[config.mk]
export PLATFORM = sky130hd
export DESIGN_NAME = seven_seg_scanner_flat
export DESIGN_NICKNAME = d
export VERILOG_FILES = /design/src/rtl/vm_display_pkg.sv /design/src/rtl/seven_seg_scanner_if.sv /design/src/rtl/scan_timer.sv /design/src/rtl/seven_seg_scanner.sv /design/src/flat_wrapper.sv
export SDC_FILE = /design/constraint.sdc
export NUM_CORES = 1
export LEC_CHECK = 0
export CAP_MARGIN = 20
export CORE_MARGIN = 4
export CORE_UTILIZATION = 55
export CTS_BUF_LIST = sky130_fd_sc_hd__clkbuf_8
export DETAILED_ROUTE_END_ITERATION = 6
export PLACE_DENSITY = 0.82
export SETUP_SLACK_MARGIN = 0.02
export SLEW_MARGIN = 40
export SYNTH_ARGS = -nofsm -noshare
export SYNTH_HDL_FRONTEND = slang
export SYNTH_SLANG_ARGS = --single-unit
[constraint.sdc]
create_clock -name clk -period 3.2 [get_ports clk]
set_clock_uncertainty 0.1 [all_clocks]
set_input_delay 0.48 -clock clk [delete_from_list [all_inputs] [get_ports clk]]
set_output_delay 0.48 -clock clk [all_outputs]
set_load 0.01 [all_outputs]
[src/rtl/vm_display_pkg.sv]
// rtl/vm_display_pkg.sv - shared constants for the vending machine seven-segment display path
package vm_display_pkg;

  localparam int NUM_DIGITS  = 4;
  localparam int DIGIT_W     = 8;
  localparam int SEG_W       = 7;
  localparam int DIGIT_IDX_W = 2;
  localparam int BUS_W       = NUM_DIGITS * DIGIT_W;

  localparam logic [SEG_W-1:0]      SEG_BLANK = 7'h7F;
  localparam logic [NUM_DIGITS-1:0] AN_OFF    = 4'hF;

  // Active-high segment patterns (g..a) used by the producer of board7SD
  localparam logic [SEG_W-1:0] HEX_0 = 7'h3F;
  localparam logic [SEG_W-1:0] HEX_1 = 7'h06;
  localparam logic [SEG_W-1:0] HEX_2 = 7'h5B;
  localparam logic [SEG_W-1:0] HEX_3 = 7'h4F;
  localparam logic [SEG_W-1:0] HEX_4 = 7'h66;
  localparam logic [SEG_W-1:0] HEX_5 = 7'h6D;
  localparam logic [SEG_W-1:0] HEX_6 = 7'h7D;
  localparam logic [SEG_W-1:0] HEX_7 = 7'h07;
  localparam logic [SEG_W-1:0] HEX_8 = 7'h7F;
  localparam logic [SEG_W-1:0] HEX_9 = 7'h6F;
  localparam logic [SEG_W-1:0] HEX_A = 7'h77;
  localparam logic [SEG_W-1:0] HEX_B = 7'h7C;
  localparam logic [SEG_W-1:0] HEX_C = 7'h39;
  localparam logic [SEG_W-1:0] HEX_D = 7'h5E;
  localparam logic [SEG_W-1:0] HEX_E = 7'h79;
  localparam logic [SEG_W-1:0] HEX_F = 7'h71;

  // Nibble to active-high segment pattern
  function automatic logic [SEG_W-1:0] hex_to_seg(input logic [3:0] nib);
    case (nib)
      4'h0: return HEX_0;
      4'h1: return HEX_1;
      4'h2: return HEX_2;
      4'h3: return HEX_3;
      4'h4: return HEX_4;
      4'h5: return HEX_5;
      4'h6: return HEX_6;
      4'h7: return HEX_7;
      4'h8: return HEX_8;
      4'h9: return HEX_9;
      4'hA: return HEX_A;
      4'hB: return HEX_B;
      4'hC: return HEX_C;
      4'hD: return HEX_D;
      4'hE: return HEX_E;
      default: return HEX_F;
    endcase
  endfunction

endpackage

[src/rtl/seven_seg_scanner_if.sv]
// rtl/seven_seg_scanner_if.sv - digit bus in, multiplexed display drive out (brightness port with SEG_DIMMING_EN)
interface seven_seg_scanner_if;
  import vm_display_pkg::*;

  logic                  en;
  logic [BUS_W-1:0]      board7SD;
  logic [NUM_DIGITS-1:0] an;
  logic [SEG_W-1:0]      seg;
  logic                  dp;
  logic                  frame_tick;
`ifdef SEG_DIMMING_EN
  logic [3:0]            brightness;
`endif

  // master: the side producing board7SD; slave: the scanner
  modport master (
    output en,
    output board7SD,
`ifdef SEG_DIMMING_EN
    output brightness,
`endif
    input  an,
    input  seg,
    input  dp,
    input  frame_tick
  );

  modport slave (
    input  en,
    input  board7SD,
`ifdef SEG_DIMMING_EN
    input  brightness,
`endif
    output an,
    output seg,
    output dp,
    output frame_tick
  );

endinterface

[src/rtl/scan_timer.sv]
// rtl/scan_timer.sv - slot counter, digit index and blank/drive phase for the display scanner
module scan_timer
  import vm_display_pkg::*;
#(
  parameter int REFRESH_DIV  = 100000,
  parameter int BLANK_CYCLES = 2000
) (
  input  logic                   clk,
  input  logic                   rst,
  input  logic                   en_i,
  output logic [DIGIT_IDX_W-1:0] digit_o,
  output logic                   in_blank_o,
  output logic                   frame_start_o
);

  localparam int CNT_W = $clog2(REFRESH_DIV);
  localparam logic [CNT_W-1:0] CNT_LAST  = CNT_W'(REFRESH_DIV - 1);
  localparam logic [CNT_W-1:0] BLANK_END = CNT_W'(BLANK_CYCLES);

  logic [CNT_W-1:0]       cnt_q, cnt_d;
  logic [DIGIT_IDX_W-1:0] digit_q, digit_d;

  // Advance cnt every cycle; terminal count wraps it and steps the digit. Disabled parks at (0,0).
  always_comb begin
    cnt_d   = cnt_q;
    digit_d = digit_q;
    if (!en_i) begin
      cnt_d   = '0;
      digit_d = '0;
    end else if (cnt_q == CNT_LAST) begin
      cnt_d   = '0;
      digit_d = digit_q + DIGIT_IDX_W'(1);
    end else begin
      cnt_d   = cnt_q + CNT_W'(1);
    end
  end

  // State registers
  always_ff @(posedge clk or posedge rst) begin
    if (rst) begin
      cnt_q   <= '0;
      digit_q <= '0;
    end else begin
      cnt_q   <= cnt_d;
      digit_q <= digit_d;
    end
  end

  assign digit_o       = digit_q;
  assign in_blank_o    = (cnt_q < BLANK_END);
  assign frame_start_o = en_i && (digit_q == '0) && (cnt_q == '0);

endmodule

[src/rtl/seven_seg_scanner.sv]
// rtl/seven_seg_scanner.sv - frame-snapshotting 4-digit common-anode scanner (optional PWM dimming via SEG_DIMMING_EN)
module seven_seg_scanner
  import vm_display_pkg::*;
#(
  parameter int REFRESH_DIV  = 100000,
  parameter int BLANK_CYCLES = 2000
) (
  input  logic               clk,
  input  logic               rst,
  seven_seg_scanner_if.slave dsp
);

  logic [DIGIT_IDX_W-1:0] digit;
  logic                   in_blank;
  logic                   frame_start;

  scan_timer #(
    .REFRESH_DIV  (REFRESH_DIV),
    .BLANK_CYCLES (BLANK_CYCLES)
  ) u_scan_timer (
    .clk           (clk),
    .rst           (rst),
    .en_i          (dsp.en),
    .digit_o       (digit),
    .in_blank_o    (in_blank),
    .frame_start_o (frame_start)
  );

  logic [BUS_W-1:0]      snap_q, snap_d;
  logic [NUM_DIGITS-1:0] an_q, an_d;
  logic [SEG_W-1:0]      seg_q, seg_d;
  logic                  dp_q, dp_d;
  logic                  frame_tick_q, frame_tick_d;
  logic [DIGIT_W-1:0]    cur_byte;
  logic                  lit;

`ifdef SEG_DIMMING_EN
  logic [3:0] pwm_q, pwm_d;
  logic [3:0] bright_q, bright_d;

  // Free-running 0..14 PWM phase; brightness is latched with the frame snapshot
  always_comb begin
    pwm_d    = (pwm_q == 4'd14) ? 4'd0 : pwm_q + 4'd1;
    bright_d = frame_start ? dsp.brightness : bright_q;
    lit      = (pwm_q < bright_q);
  end

  // PWM and brightness registers
  always_ff @(posedge clk or posedge rst) begin
    if (rst) begin
      pwm_q    <= '0;
      bright_q <= '0;
    end else begin
      pwm_q    <= pwm_d;
      bright_q <= bright_d;
    end
  end
`else
  assign lit = 1'b1;
`endif

  assign cur_byte = snap_q[{digit, 3'b000} +: DIGIT_W];

  // Next display drive: blank unless enabled, past the blanking gap and lit
  always_comb begin
    snap_d       = frame_start ? dsp.board7SD : snap_q;
    frame_tick_d = frame_start;
    an_d         = AN_OFF;
    seg_d        = SEG_BLANK;
    dp_d         = 1'b1;
    if (dsp.en && !in_blank && lit) begin
      an_d  = ~(NUM_DIGITS'(1) << digit);
      seg_d = ~cur_byte[SEG_W-1:0];
      dp_d  = ~cur_byte[DIGIT_W-1];
    end
  end

  // Snapshot and registered outputs; reset blanks the display at once
  always_ff @(posedge clk or posedge rst) begin
    if (rst) begin
      snap_q       <= '0;
      an_q         <= AN_OFF;
      seg_q        <= SEG_BLANK;
      dp_q         <= 1'b1;
      frame_tick_q <= 1'b0;
    end else begin
      snap_q       <= snap_d;
      an_q         <= an_d;
      seg_q        <= seg_d;
      dp_q         <= dp_d;
      frame_tick_q <= frame_tick_d;
    end
  end

  assign dsp.an         = an_q;
  assign dsp.seg        = seg_q;
  assign dsp.dp         = dp_q;
  assign dsp.frame_tick = frame_tick_q;

endmodule

[src/flat_wrapper.sv]
// flat-port wrapper written by rule: the top's interface ports become plain ports
module seven_seg_scanner_flat import vm_display_pkg::*;
#(
  parameter int REFRESH_DIV  = 100000,
  parameter int BLANK_CYCLES = 2000
)
  (clk, rst, dsp_en, dsp_board7SD, dsp_an, dsp_seg, dsp_dp, dsp_frame_tick);
  seven_seg_scanner_if dsp_i ();
  input  logic clk;
  input  logic rst;
  input wire logic [$bits(dsp_i.en)-1:0] dsp_en;
  input wire logic [$bits(dsp_i.board7SD)-1:0] dsp_board7SD;
  output wire logic [$bits(dsp_i.an)-1:0] dsp_an;
  output wire logic [$bits(dsp_i.seg)-1:0] dsp_seg;
  output wire logic [$bits(dsp_i.dp)-1:0] dsp_dp;
  output wire logic [$bits(dsp_i.frame_tick)-1:0] dsp_frame_tick;
  assign dsp_i.en = dsp_en;
  assign dsp_i.board7SD = dsp_board7SD;
  assign dsp_an = dsp_i.an;
  assign dsp_seg = dsp_i.seg;
  assign dsp_dp = dsp_i.dp;
  assign dsp_frame_tick = dsp_i.frame_tick;
  seven_seg_scanner #(.REFRESH_DIV(REFRESH_DIV), .BLANK_CYCLES(BLANK_CYCLES)) u_core (.clk(clk), .rst(rst), .dsp(dsp_i));
endmodule
==> results.md <==
* First-pass GRT wire length at around 8600 µm
* Post-route DRC at 0
* Layout cells sized above 1 at 0.161
* Fin util at 0.703
* Rel. slew slack at 0.564
* Vias per Instance at 5.35
* Fillers at 364
* Post-Synthesis Cell Area at 0.00287 mm²
* Top FF cell, synth: dfrtp_1
* Dpl ws at 662 ps
* Hold Path Class: input port to asynchronous set/reset pin
* Longest Clk Path Bufs at 2
* Final max-slew violation count at 0
* Critical Path End Type: register
* Vias in the first global route at 1829
* Post-synth EDFFs at 0
* Iteration-0 DRC Markers at 77
* Yosys synthesis warning count at 0
* Crit-path max FO at 16
* Root buf cell: clkbuf_8
* DIE AREA at 0.00645 mm²
* I/O Pins at 48
* PwrDens at 524 mW/mm²
* Routability cong. at 0.850
* Largest net degree at the start of global routing at 33
* Post-synth ARST share at 1.00
* Run status: finished clean
* Pleak at 1.43 nW
* Post_cts resized at 0
* Minimum clock period at 2550 ps
* WP data required at 3290 ps
* Most frequent cell after synthesis: dfrtp_1
* Vias at 1834
* #FFs+latches synth at 64
* Tcrit/Tclk final at 0.797
* Actual transition at the worst max-transition pin at 648 ps
* P&R area growth vs syn at 24.2%
* Fmax at 0.392 GHz
* Nets at 309
* Detail-routed net length per standard cell at 15.0 µm
* Crit start category: register
* Fin. Hold Viols at 0
* Post-route ant nets at 0
* Max-cap violations at 0
* Met3 WL post-DR at between 200 and 300 µm
* Clk pin slew, worst setup/hold paths at roughly 70 ps
* Total grt overflow at 0
* Core area at between 0.005 and 0.006 mm²
* Top post-synthesis cells by area: dfrtp_1 45%, mux2_1 12%, dfstp_2 11%
* Number of CTS-inserted buffers at 9
* Post-DP HPWL at 3630 µm
* IO Port Bufs at 47
* Met2 WL at 2490 µm
* Sequential fraction of the synthesis area at 0.562
* GRT Total Usage at 0.178
* Antenna diode count at 0
* Syn avg cell area at 13.0 µm²
* Initial core utilization at 0.566
* Share of the synthesized area in the top cell type at 0.453
* Detailed Routing Iterations Pass 1 at 5
* Post-CTS setup buffers at 0
* TritonCTS Sinks at 64
* Die span in y at 80.3 µm
* Unrepaired setup endpoints after global routing: false
* Cells after Synth at 221
* Final setup fails at 0
* Total negative slack at 0 ps
* CTS tree: done
* Met1 wire length at 2260 µm
* Cell accounting for the most synthesized area: dfrtp_1
* H-tree depth at 3
* Worst vdd ir at 0.371 mV
* Multi-input logic area at 0.00115 mm²
* DR top layer: met4
* Row count at 26
* Cts hold-fix bufs at 0
* Routed wire length at just over 5000 µm
* Final setup margin at 650 ps
* Arr. time, crit path at 2640 ps
* Post-synth top cells: 52 x dfrtp_1, 30 x mux2_1, 19 x nor2_1
* Register Area at 0.00162 mm²
* Unique masters post-synth at 32
* Worst Path Class, Setup: register to register
* Post-Syn Nets at 262
* Clk_lat worst skew at 340 ps
* Initial antenna violation count at 0
* Die width at 80.3 µm
==> cells in the final DEF (no fill, tap or decap), drive strengths merged, types with 3 or more instances in the layout <==
cell / instances
ha: 6
mux4: 8
nand3: 5
nor3: 6
dfstp: 12
nand4: 10
nor4: 5
xnor2: 11
dfrtp: 52
nor2: 19
clkbuf: 9
buf: 3
nand2: 16
mux2: 32
clkinv: 4
xor2: 5
clkdlybuf4s50: 47
inv: 6
==> cell type report <==
class                      count  area share
timing repair buffer          50       0.138
sequential                    64       0.453
tap                           70      0.0245
clock inverter                 7      0.0203
inverter                       6     0.00631
multi-input combinational    137       0.323
clock buffer                   9      0.0347
==> cell families (layout without fill, tap and decap cells) <==
family	Yosys count	in the layout	synth area share
compound gates	2	2	0.00435
xor+xnor	16	16	0.0488
fa+ha+maj	6	6	0.0261
buf+inv	20	72	0.0361
flops	64	64	0.562
mux	41	41	0.192
simple gates	72	72	0.131
==> worst max-delay path, stage by stage, from the launching register on <==
cell	delay [ps]
dfrtp_1	430
or4_1	560
nor4_1	620
nand2b_1	580
nor2_1	120
==> metal layers <==
metal	vias up	track usage
met4	0	0.105
li1	866	-
met3	15	0.0325
met1	888	0.235
met5	-	0
met2	65	0.273
==> registers in the layout, summed over array words and instances (netlist names) <==
name	count
u_core.snap_q	32
u_core.u_scan_timer.cnt_q	17
u_core.dsp.seg	7
u_core.dsp.an	4
u_core.u_scan_timer.digit_o	2
u_core.dsp.dp	1
u_core.dsp.frame_tick	1
==> power breakdown <==
group | leakage [nW] | switching, mW | internal (mW) | total [mW]
registers | 0.778 | 0.0531 | 0.919 | 0.972
clock network | 0.0952 | 0.314 | 0.359 | 0.673
logic | 0.561 | 0.0802 | 0.145 | 0.226
==> path summary, 6_finish.rpt <==
check                      depth (start not counted)                                    start  slack, ps                                 endpoint
max                                                4  u_core.u_scan_timer.cnt_q[11]$_DFF_PP0_        650  u_core.u_scan_timer.cnt_q[14]$_DFF_PP0_
min                                                2                                      rst        290  u_core.u_scan_timer.cnt_q[13]$_DFF_PP0_
max reg2reg                                        4  u_core.u_scan_timer.cnt_q[11]$_DFF_PP0_        650  u_core.u_scan_timer.cnt_q[14]$_DFF_PP0_
min reg2reg                                        1            u_core.snap_q[16]$_DFFE_PP0P_        380            u_core.snap_q[16]$_DFFE_PP0P_
max in group asynchronous                          3                                      rst       2010              u_core.dsp.seg[2]$_DFF_PP1_
min in group clk                                   1            u_core.snap_q[16]$_DFFE_PP0P_        380            u_core.snap_q[16]$_DFFE_PP0P_
==> metrics by stage <==
| stage | hold WS [ps] | instances | power, mW | area, µm² |
|---|---|---|---|---|
| global route | 313 | 343 | 1.96 | 3570 |
| detailed placement | 369 | 327 | 1.22 | 3370 |
| floorplan | 351 | 221 | 1.13 | 2870 |
| finish | 294 | 343 | 1.87 | 3570 |
| CTS | 297 | 343 | 1.89 | 3570 |
| global placement | 362 | 327 | 1.20 | 3370 |
(Power assumes the default switching activity.)
==> RTL change 1, RTL diff (same flow settings) <==
`REFRESH_DIV` is set to 100000 in 3 places; all go to 400000.
--- a/src/rtl/scan_timer.sv
+++ b/src/rtl/scan_timer.sv
@@ -3,5 +3,5 @@
   import vm_display_pkg::*;
 #(
-  parameter int REFRESH_DIV  = 100000,
+  parameter int REFRESH_DIV  = 400000,
   parameter int BLANK_CYCLES = 2000
 ) (
--- a/src/rtl/seven_seg_scanner.sv
+++ b/src/rtl/seven_seg_scanner.sv
@@ -3,5 +3,5 @@
   import vm_display_pkg::*;
 #(
-  parameter int REFRESH_DIV  = 100000,
+  parameter int REFRESH_DIV  = 400000,
   parameter int BLANK_CYCLES = 2000
 ) (
--- a/src/flat_wrapper.sv
+++ b/src/flat_wrapper.sv
@@ -2,5 +2,5 @@
 module seven_seg_scanner_flat import vm_display_pkg::*;
 #(
-  parameter int REFRESH_DIV  = 100000,
+  parameter int REFRESH_DIV  = 400000,
   parameter int BLANK_CYCLES = 2000
 )
Check against the original RTL: no difference found for any inputs over 10 cycles, from zero or initial values and one cycle with rst high; that may be too few to reach the edited logic, so the function may still have changed.
==> RTL change 1 against the unedited design <==
- sequential cell count is 2 higher
- total power is 3.2% higher
- worst setup slack better by 18 ps
- cell area is 3.8% higher
- utilization is 1.3 points higher
- wire length is 7.8% higher
- clock power is 3.3% higher
- sequential share of layout area is 0.30 points lower
- die area is 3.1% higher
- area after synthesis is 3.5% higher
- sequential power is 2.4% higher
- critical endpoint is now u_core.snap_q[2]
==> RTL change 1: results <==
setup_path:
  cp_slowest_cell: "sky130_fd_sc_hd__dfrtp_1"
  crit_arrival_ps: 2650
  timing.critical_path.slowest_cell_delay_ps: 580
  timing.critical_path.fanout_max: 32
logic_synthesis:
  synth.net_count: 278
  synth_top_cells_by_area: "sky130_fd_sc_hd__dfrtp_1 45%, sky130_fd_sc_hd__mux2_2 12%, sky130_fd_sc_hd__dfstp_2 11%"
  post_synth_mux_area_share: 0.1817
  synth_cell_types: 35
  synth_area_per_cell_um2: 12.55
  synth-adder-area-share: 0.02524
  xor_xnor_share_of_the_synthesized_area: 0.03828
  ys.warnings.count: 0
  synth_compound_area_frac: 0.02819
  synth_sequential_area_ratio: 0.5604
  ys_top_cells_by_count: "54 x sky130_fd_sc_hd__dfrtp_1, 31 x sky130_fd_sc_hd__mux2_2, 19 x sky130_fd_sc_hd__nand2_1, 19 x sky130_fd_sc_hd__nor2_1, 12 x sky130_fd_sc_hd__dfstp_2"
global_route:
  largest_net_degree_at_the_start_of_global_routing: 67
  grt_usage: 0.1953
  groute.layer.met2.usage: 0.3322
  grt_first_pass_wirelength_um: 9501
  gr_layer_usage_met3: 0.06689
hold_path:
  hold_class: "reg -> reg"
placed_design:
  post-place-cells: 345
  number_of_input_and_output_port_buffers_inserted: 47
  half_perimeter_wire_length_after_detailed_placement_um: 3884
  pre_cts_slack_ps: 642.4
  place_congestion: 0.8045
  dpl_cell_area_um2: 3497
status:
  outcome: "finished, final reports clean"
drt:
  vias: 2000
  drt-total-wl_um: 5552
  drt-initial-drc-count: 73
  drt_via_density: 5.540
pwr:
  power.static_leakage_nw: 1.466
  worst_ir_drop_vdd_v: 0.0003656
  p_switching_mw: 0.4329
final_layout:
  drive_gt1_frac: 0.2543
  layout.filler_cells: 359
  fin_nets: 327
  max_flop_register: "u_core.snap_q"
cts:
  clk_latency_ps: 340
  cts-root-to-sink-buffers: 2
sta:
  worst_case_headroom_to_the_max_slew_limit: 0.5077
[RTL change 1: changes by cell type in the layout (fill, tap and decap cells not counted), sizes merged, moves of 2 or more]
cell | before | now
nand4 | 10 | 6
o21ai | 1 | 5
inv | 6 | 9
nand2 | 16 | 19
nand3 | 5 | 8
a21oi | 0 | 2
and2 | 2 | 0
and4 | 1 | 3
clkbuf | 9 | 11
dfrtp | 52 | 54
o211ai | 0 | 2
o31ai | 0 | 2
or3 | 1 | 3
xor2 | 5 | 3
[RTL change 1: stage by stage]
stage / hold WS [ps] / utilization
6_report: 405.5 / 0.7163
5_1_grt: 422.5 / 0.7163
4_1_cts: 409.3 / 0.7155
3_5_place_dp: 393.1 / 0.6761
3_3_place_gp: 382.6 / 0.6761
2_1_floorplan: 352.6 / -
[RTL change 1: cell type report]
type	instances	area share
Timing Repair Buffer	51	0.1361
Tap cell	70	0.02364
Sequential cell	66	0.4498
Inverter	9	0.009119
Multi-Input combinational cell	149	0.3262
Clock buffer	11	0.04086
Clock inverter	5	0.01418
[RTL change 1: power by group through the flow]
| stage | Sequential, mW | Combinational [mW] | Clock (mW) |
|---|---|---|---|
| after global routing | 1.01 | 0.266 | 0.753 |
| after CTS | 0.995 | 0.244 | 0.718 |
| final | 0.995 | 0.240 | 0.695 |
| after global placement | 1.00 | 0.233 | 0 |
| after detailed placement | 1.01 | 0.244 | 0 |
| after floorplan | 0.987 | 0.178 | 0 |
[RTL change 1: worst max-delay path: cells and delay by family, from the launching register on]
| kind | cells | cell delay (ps) |
|---|---|---|
| adder cells (fa/ha/maj) | 1 | 190 |
| AND/OR/NAND/NOR | 3 | 590 |
| buffers and inverters | 2 | 540 |
| flip-flops | 1 | 580 |
| multiplexers | 1 | 390 |
[RTL change 1: cells by family (layout without fill, tap and decap cells)]
kind of cell / Yosys count / count (layout)
multiplexers: 40 / 40
AO/OA/AOI/OAI: 13 / 13
adder cells (fa/ha/maj): 6 / 6
XOR/XNOR: 13 / 13
flip-flops: 66 / 66
AND/OR/NAND/NOR: 77 / 77
buffers and inverters: 22 / 76
[RTL change 1: worst paths after layout]
check	start	endpoint	slack, ps	cells after the start
worst max-delay path	u_core.u_scan_timer.digit_o[1]	u_core.snap_q[2]	670	7
worst min-delay path	u_core.snap_q[30]	u_core.snap_q[30]	410	1
worst max register to register	u_core.u_scan_timer.digit_o[1]	u_core.snap_q[2]	670	7
worst min register to register	u_core.snap_q[30]	u_core.snap_q[30]	410	1
max in group asynchronous	rst	u_core.dsp.seg[4]	2110	3
min in group asynchronous	rst	u_core.u_scan_timer.cnt_q[15]	500	3
[RTL change 1: layer usage]
metal,part of all wire,vias up,wire length (um)
li1,-,931,-
met1,0.41,989,2274
met2,0.52,72,2885
met3,0.058,8,320
met4,0.013,0,72
met5,0,-,0
==> RTL change 2, RTL diff (config.mk and constraints unchanged) <==
Without the edit above. `BLANK_CYCLES` is set to 2000 in 3 places; all go to 1000.
--- a/src/rtl/scan_timer.sv
+++ b/src/rtl/scan_timer.sv
@@ -4,5 +4,5 @@
 #(
   parameter int REFRESH_DIV  = 100000,
-  parameter int BLANK_CYCLES = 2000
+  parameter int BLANK_CYCLES = 1000
 ) (
   input  logic                   clk,
--- a/src/rtl/seven_seg_scanner.sv
+++ b/src/rtl/seven_seg_scanner.sv
@@ -4,5 +4,5 @@
 #(
   parameter int REFRESH_DIV  = 100000,
-  parameter int BLANK_CYCLES = 2000
+  parameter int BLANK_CYCLES = 1000
 ) (
   input  logic               clk,
--- a/src/flat_wrapper.sv
+++ b/src/flat_wrapper.sv
@@ -3,5 +3,5 @@
 #(
   parameter int REFRESH_DIV  = 100000,
-  parameter int BLANK_CYCLES = 2000
+  parameter int BLANK_CYCLES = 1000
 )
   (clk, rst, dsp_en, dsp_board7SD, dsp_an, dsp_seg, dsp_dp, dsp_frame_tick);
Check against the original RTL: same outputs for any inputs over 10 cycles, from zero or initial values and one cycle with rst high; that may be too few to reach the edited logic, so the function may still have changed.
==> RTL change 2 against the unedited design <==
- area after synthesis rose by 0.39%
- sequential share of layout area fell by 0.63 points
- utilization rose by 0.53 points
- sequential cell count did not move
- combinational power rose by 8.8%
- cell area rose by 1.4%
- worst setup slack got worse by 40 ps
- total power rose by 2.2%
- wire length rose by 2.8%
- largest cell class unchanged
==> RTL change 2: results <==
drt:
  drt-initial-drc-count: 163
  drt_first_pass_iters: 4
  routedWlPerCell_um: 15.35
  drt-total-wl_um: 5297
  routed-wl-met3_um: 228
  drt_via_density: 5.446
placed_design:
  dpl_cell_area_um2: 3417
  place_congestion: 0.8833
  half_perimeter_wire_length_after_detailed_placement_um: 3807
pwr:
  worst_ir_drop_vdd_v: 0.0003348
  power.static_leakage_nw: 1.460
  power_frac_seq: 0.506
  power_clock_mw: 0.699
global_route:
  groute.layer.met1.usage: 0.2256
  grt_usage: 0.1828
  groute.layer.met2.usage: 0.3137
  first_global_vias: 1925
cts:
  clk_latency_ps: 320
sta:
  actual_slew_at_the_worst_max_slew_pin_ps: 684.4
  post-route-period-util: 0.8093
setup_path:
  setup.worst_path.start: "u_core.u_scan_timer.cnt_q[12]"
  reg2reg_depth: 5
  cp_slowest_cell: "sky130_fd_sc_hd__or4_1"
  crit-reg2reg-capture: "u_core.snap_q[15]"
  timing.critical_path.fanout_max: 32
  setup.reg_to_reg.worst_slack_ps: 610
  crit_arrival_ps: 2700
status:
  outcome: "finished, final reports clean"
==> RTL change 2: cell families (layout without fill, tap and decap cells) <==
kind of cell / Yosys count / in the layout / share of synthesized area
simple gates: 71 / 71 / 0.1323
xor+xnor: 15 / 15 / 0.04553
flops: 64 / 64 / 0.5603
buf+inv: 18 / 72 / 0.03165
compound gates: 7 / 7 / 0.01692
mux: 40 / 40 / 0.1873
fa+ha+maj: 6 / 6 / 0.02602
==> RTL change 2: worst max-delay path: cells and delay by family, from the launching register on <==
family / cells / cell delay, ps
buffers and inverters: 1 / 240
DFF: 1 / 430
muxes: 1 / 360
and+or+nand+nor: 3 / 1330
==> RTL change 2: final cells by class <==
class | count | area (um2) | share of cell area
flip-flops and latches | 64 | 1617 | 0.4466
multi-input cells | 139 | 1177 | 0.3253
inverters | 6 | 22.52 | 0.006222
clock buffers | 9 | 123.9 | 0.03422
well taps | 70 | 87.58 | 0.02420
repair buffers | 51 | 513.0 | 0.1417
clock inverters | 6 | 78.83 | 0.02178
